## config.mk

```make
export PLATFORM = sky130hd
export DESIGN_NAME = wt_mem_arbiter
export DESIGN_NICKNAME = d
export VERILOG_FILES = /design/src/rtl/wt_mem_arbiter.sv
export SDC_FILE = /design/constraint.sdc
export NUM_CORES = 1
export LEC_CHECK = 0
export CAP_MARGIN = 30
export CORE_AREA = 2 2 409 411
export CTS_CLUSTER_DIAMETER = 150
export CTS_CLUSTER_SIZE = 8
export DETAILED_ROUTE_END_ITERATION = 8
export DIE_AREA = 0 0 411 413
export MAX_ROUTING_LAYER = met4
export PLACE_DENSITY_LB_ADDON = 0.25
export SKIP_CTS_REPAIR_TIMING = 1
export SYNTH_ARGS = -nofsm -noshare
export SYNTH_HDL_FRONTEND = slang
export SYNTH_SLANG_ARGS = --single-unit
```

## constraint.sdc

```tcl
create_clock -name clk_i -period 2.4 [get_ports clk_i]
set_clock_uncertainty 0.05 [all_clocks]
set_input_delay 0.48 -clock clk_i [delete_from_list [all_inputs] [get_ports clk_i]]
set_output_delay 0.48 -clock clk_i [all_outputs]
set_load 0.02 [all_outputs]
```

## src/rtl/wt_mem_arbiter.sv

```systemverilog
// Memory-side request arbiter for the write-through cache subsystem: shares one
// request channel between the I$ and D$ miss paths, tracks outstanding transactions,
// routes returns, and supports a drain mode.
module wt_mem_arbiter #(
    parameter int unsigned IcWidth        = 128,
    parameter int unsigned DcWidth        = 192,
    parameter int unsigned RtrnWidth      = 256,
    parameter int unsigned MaxOutstanding = 8,
    localparam int unsigned PW = (IcWidth > DcWidth) ? IcWidth : DcWidth,
    localparam int unsigned CW = $clog2(MaxOutstanding + 1)
) (
    input  logic                 clk_i,
    input  logic                 rst_i,
    input  logic                 icache_req_i,
    input  logic [IcWidth-1:0]   icache_data_i,
    output logic                 icache_ack_o,
    input  logic                 dcache_req_i,
    input  logic [DcWidth-1:0]   dcache_data_i,
    output logic                 dcache_ack_o,
    output logic                 mem_req_o,
    output logic                 mem_src_o,
    output logic [PW-1:0]        mem_data_o,
    input  logic                 mem_ack_i,
    input  logic                 mem_rtrn_vld_i,
    input  logic                 mem_rtrn_src_i,
    input  logic [RtrnWidth-1:0] mem_rtrn_data_i,
    output logic                 icache_rtrn_vld_o,
    output logic                 dcache_rtrn_vld_o,
    output logic [RtrnWidth-1:0] rtrn_data_o,
    input  logic                 drain_i,
    output logic                 drain_done_o,
    output logic [CW-1:0]        ic_cnt_o,
    output logic [CW-1:0]        dc_cnt_o,
    output logic                 err_o
);

    typedef enum logic [1:0] {IDLE, GNT_IC, GNT_DC} state_e;

    localparam logic [CW-1:0] MaxCnt = CW'(MaxOutstanding);

    state_e        state_q, state_d;
    logic          last_q, last_d;      // 1: D$ was granted most recently
    logic [CW-1:0] ic_cnt_q, ic_cnt_d;
    logic [CW-1:0] dc_cnt_q, dc_cnt_d;
    logic          err_q, err_d;

    logic ic_elig, dc_elig;
    logic ic_acc, dc_acc;
    logic ic_ret, dc_ret;

    always_comb begin
        state_d    = state_q;
        last_d     = last_q;
        ic_cnt_d   = ic_cnt_q;
        dc_cnt_d   = dc_cnt_q;
        err_d      = err_q;
        mem_req_o  = 1'b0;
        mem_src_o  = 1'b0;
        mem_data_o = '0;
        ic_acc     = 1'b0;
        dc_acc     = 1'b0;

        ic_elig = icache_req_i && (ic_cnt_q < MaxCnt) && !drain_i;
        dc_elig = dcache_req_i && (dc_cnt_q < MaxCnt) && !drain_i;
        ic_ret  = mem_rtrn_vld_i && !mem_rtrn_src_i;
        dc_ret  = mem_rtrn_vld_i &&  mem_rtrn_src_i;

        case (state_q)
            IDLE: begin
                if (ic_elig && (!dc_elig || last_q)) state_d = GNT_IC;
                else if (dc_elig)                    state_d = GNT_DC;
            end
            GNT_IC: begin
                mem_req_o  = 1'b1;
                mem_data_o = PW'(icache_data_i);
                ic_acc     = mem_ack_i;
                if (mem_ack_i) begin
                    state_d = IDLE;
                    last_d  = 1'b0;
                end
            end
            GNT_DC: begin
                mem_req_o  = 1'b1;
                mem_src_o  = 1'b1;
                mem_data_o = PW'(dcache_data_i);
                dc_acc     = mem_ack_i;
                if (mem_ack_i) begin
                    state_d = IDLE;
                    last_d  = 1'b1;
                end
            end
            default: state_d = IDLE;
        endcase

        // A return against an empty count is flagged and never wraps the counter.
        if (ic_ret && ic_cnt_q == '0) err_d = 1'b1;
        if (dc_ret && dc_cnt_q == '0) err_d = 1'b1;

        if (ic_acc && !ic_ret)                         ic_cnt_d = ic_cnt_q + CW'(1);
        else if (!ic_acc && ic_ret && ic_cnt_q != '0)  ic_cnt_d = ic_cnt_q - CW'(1);

        if (dc_acc && !dc_ret)                         dc_cnt_d = dc_cnt_q + CW'(1);
        else if (!dc_acc && dc_ret && dc_cnt_q != '0)  dc_cnt_d = dc_cnt_q - CW'(1);
    end

    always_ff @(posedge clk_i) begin
        if (rst_i) begin
            state_q  <= IDLE;
            last_q   <= 1'b1;
            ic_cnt_q <= '0;
            dc_cnt_q <= '0;
            err_q    <= 1'b0;
        end else begin
            state_q  <= state_d;
            last_q   <= last_d;
            ic_cnt_q <= ic_cnt_d;
            dc_cnt_q <= dc_cnt_d;
            err_q    <= err_d;
        end
    end

    assign icache_ack_o      = ic_acc;
    assign dcache_ack_o      = dc_acc;
    assign icache_rtrn_vld_o = ic_ret;
    assign dcache_rtrn_vld_o = dc_ret;
    assign rtrn_data_o       = mem_rtrn_data_i;
    assign drain_done_o      = drain_i && (state_q == IDLE) && (ic_cnt_q == '0) && (dc_cnt_q == '0);
    assign ic_cnt_o          = ic_cnt_q;
    assign dc_cnt_o          = dc_cnt_q;
    assign err_o             = err_q;

endmodule

```

==> summary.md <==
| Metric | Value |
|---|---|
| Synthesis Warnings | `0` |
| Metal3 WL | `7.42 mm` |
| Antenna violations before repair | `19` |
| Main area contributors after synthesis | `buf_4 38%, a22oi_1 19%, nor2b_1 16%, and2_1 8.1%, dfxtp_1 4.8%` |
| Synthesized flop and latch total | `12` |
| Critical-path cell list | `buf_6 > ha_4 > buf_12 > buf_16 > buf_6 > clkbuf_16 > a22oi_2 > buf_6 > nor2b_4 > buf_12` |
| Max_cap viols | `0` |
| Die Height | `413 um` |
| Worst Setup SP | `state_q[0]` |
| Startpoint Class | `flip-flop` |
| RSZ-0062 raised after global routing | `true` |
| Seq/Total Area, Yosys | `about 4.8%` |
| Clock buffer depth | `2` |
| WL/cell | `19.5 um` |
| Pins Over Slew Limit | `0` |
| Power consumption | `4.77 mW` |
| Drt first pass iters | `5` |
| Most frequent CP cell | `buf_6` |
| IO Port Bufs | `535` |
| Post-synthesis cell count | `716` |
| Vias/cell | `2.09` |
| Vias in the first global route | `6945` |
| Placer Congestion | `0.701` |
| Setup ws final | `-0.191 ns` |
| Worst hold slack | `0.431 ns` |
| Worst Tran Pin Value | `0.629 ns` |
| Layout Nets | `around 1700` |
| Routed wl met2 | `31.4 mm` |
| Dpl cells | `3256` |
| CP Capture Point | `mem_data_o[80]` |
| Root buffer cell | `clkbuf_16` |
| Share of cells above drive strength 1 | `44.7%` |
| Max Freq | `0.386 GHz` |
| Largest net degree at the start of global routing | `31` |
| Synth cell types | `31` |
| Fin crit share | `108%` |
| Worst VDD drop | `0.172 mV` |
| Max H-tree Level | `1` |
| CTS tree | `built` |
| Req. time, crit path | `1.87 ns` |
| CP bufs+invs | `7` |
| Syn avg cell area | `7.05 um^2` |
| Worst R2R Start | `state_q[1]` |
| # IOs | `1048` |
| GRT Overall Usage | `6.33%` |
| Hold WC Path Type | `reg2reg` |
| Synthesized Nets | `1309` |
| Sink Count | `12` |
| Initial Utilization | `3.04%` |
| Reg clk slew, reported paths | `0.04 ns` |
| Num CTS Buffers | `3` |
| Status | `finished, violations left` |
| Die area | `170000 um^2` |
| Number of synthesized flops with an enable pin | `0` |
| Critical path's largest stage delay | `about 0.32 ns` |
| DRT antenna net count | `0` |
| Largest area contributor in the netlist | `buf_4` |
| CP max FO | `6` |
| Total gr overflow | `0` |
| Levels on crit path | `10` |
| First-pass GRT wire length | `69.2 mm` |
| Core Area | `about 170000 um^2` |
| Failing checks | `setup timing` |
| Reg-to-reg endpoint | `ic_cnt_o[3]` |
| Top sig layer | `met4` |
| Pwr Density | `roughly 310 nW/um^2` |
| DRC errors left | `0` |
| Leak | `5.75 nW` |
| Final Hold Vio Count | `0` |
| Routed Wire Length | `between 60 and 70 mm` |
| DR vias | `6947` |
| Synthesized cell area | `5040 um^2` |
| Post-synth ARST share | `0%` |
| FP Rows | `150` |
| Synth Flop Type | `dfxtp_1` |
| CP delay by family, top | `buffers and inverters` |
| Max_slew headroom | `57.9%` |
| Dominant cell by count in the synthesized netlist | `buf_4` |
| Routed length on met1 | `25.4 mm` |
| Critical path's slowest cell | `dfxtp_2` |
| Reg2reg setup slack | `0.14 ns` |
| Initial DRC Count | `around 160` |
| Crit path DAT | `2.06 ns` |
| Setup Crit Path Kind | `reg2out` |
| Top cell type's share of synthesized area | `38.1%` |
| Final Setup Violations | `60` |
| Fillcell total | `approximately 19000` |
| Die X-Extent | `between 400 and 500 um` |
| Reg2Reg Depth | `11` |
| Synth top cells by count | `256 x buf_4, 132 x nor2b_1, 128 x a22oi_1, 65 x and2_1, 46 x clkbuf_1` |
| P&R area growth vs syn | `202%` |
| Post-DP HPWL | `51.6 mm` |
| Dpl ws | `-0.370 ns` |
| Clk Latency, worst-skew pair | `between 0.2 and 0.25 ns` |
| Post-route insts no fill | `3324` |
| Fin crit period | `2.59 ns` |
| Kind of end point of the critical path | `primary output` |
## registers in the layout, indices dropped and copies added (netlist names)
| signal | cells |
|---|---|
| dc_cnt_o | 4 |
| err_o | 1 |
| ic_cnt_o | 4 |
| last_q | 1 |
| state_q | 2 |
## cell usage in the layout, fill, tap and decap left out, drive strengths merged, types with 9 or more instances in the layout
master | netlist | routed
clkdlybuf4s50 | 0 | 335
buf | 260 | 281
nor2b | 132 | 132
a22oi | 128 | 128
dlymetal6s2s | 0 | 67
and2 | 65 | 65
clkbuf | 46 | 21
dfxtp | 12 | 12
nor3 | 11 | 11
a21oi | 9 | 9
## where the power goes
group          total [mW]  internal (mW)  switching, mW  leakage, nW
registers           0.297          0.234         0.0633       0.0992
logic                4.17           2.33           1.84         5.61
clock network       0.303          0.217         0.0857       0.0370
total                4.77           2.78           1.99         5.75
## layout make-up
cell class              instances  area, um^2  area share, %
diodes                          6        15.0         0.0987
clock buffers                   3        75.1          0.493
inverters                       7        28.8          0.189
multi-input cells             391        3680           24.2
flip-flops and latches         12         245           1.61
well taps                    2204        2760           18.1
repair buffers                701        8420           55.3
## kinds of logic after synthesis
| kind of cell | Yosys count | share of synthesized area (%) |
|---|---|---|
| buffers and inverters | 313 | 42.3 |
| AND/OR/NAND/NOR | 229 | 27.8 |
| AO/OA/AOI/OAI | 146 | 21.2 |
| flip-flops | 12 | 4.76 |
| adder cells (fa/ha/maj) | 9 | 2.53 |
| multiplexers | 5 | 1.04 |
| XOR/XNOR | 2 | 0.347 |
## stage by stage
stage	setup TNS [ns]	cell area (um^2)	utilization, %
6_report	-3.90	15200	9.17
5_1_grt	-9.55	15200	9.17
4_1_cts	-44.45	12800	7.74
3_5_place_dp	-7.75	12800	7.70
3_3_place_gp	-7.48	12800	7.70
2_1_floorplan	-0.0640	5050	-
## metal layers
layer	vias to the layer above	track usage, %
li1	2968	-
met1	3192	6.93
met2	751	10.5
met3	36	3.27
met4	0	0.739
met5	-	-
## worst min path at each step
stage,start,endpoint,slack (ns),cells after the start
2_1_floorplan,last_q,last_q,0.39,1
3_3_place_gp,last_q,last_q,0.42,1
3_5_place_dp,last_q,last_q,0.42,1
4_1_cts,last_q,last_q,0.43,1
5_1_grt,last_q,last_q,0.47,1
6_report,last_q,last_q,0.43,1
(Power assumes the default switching activity.)
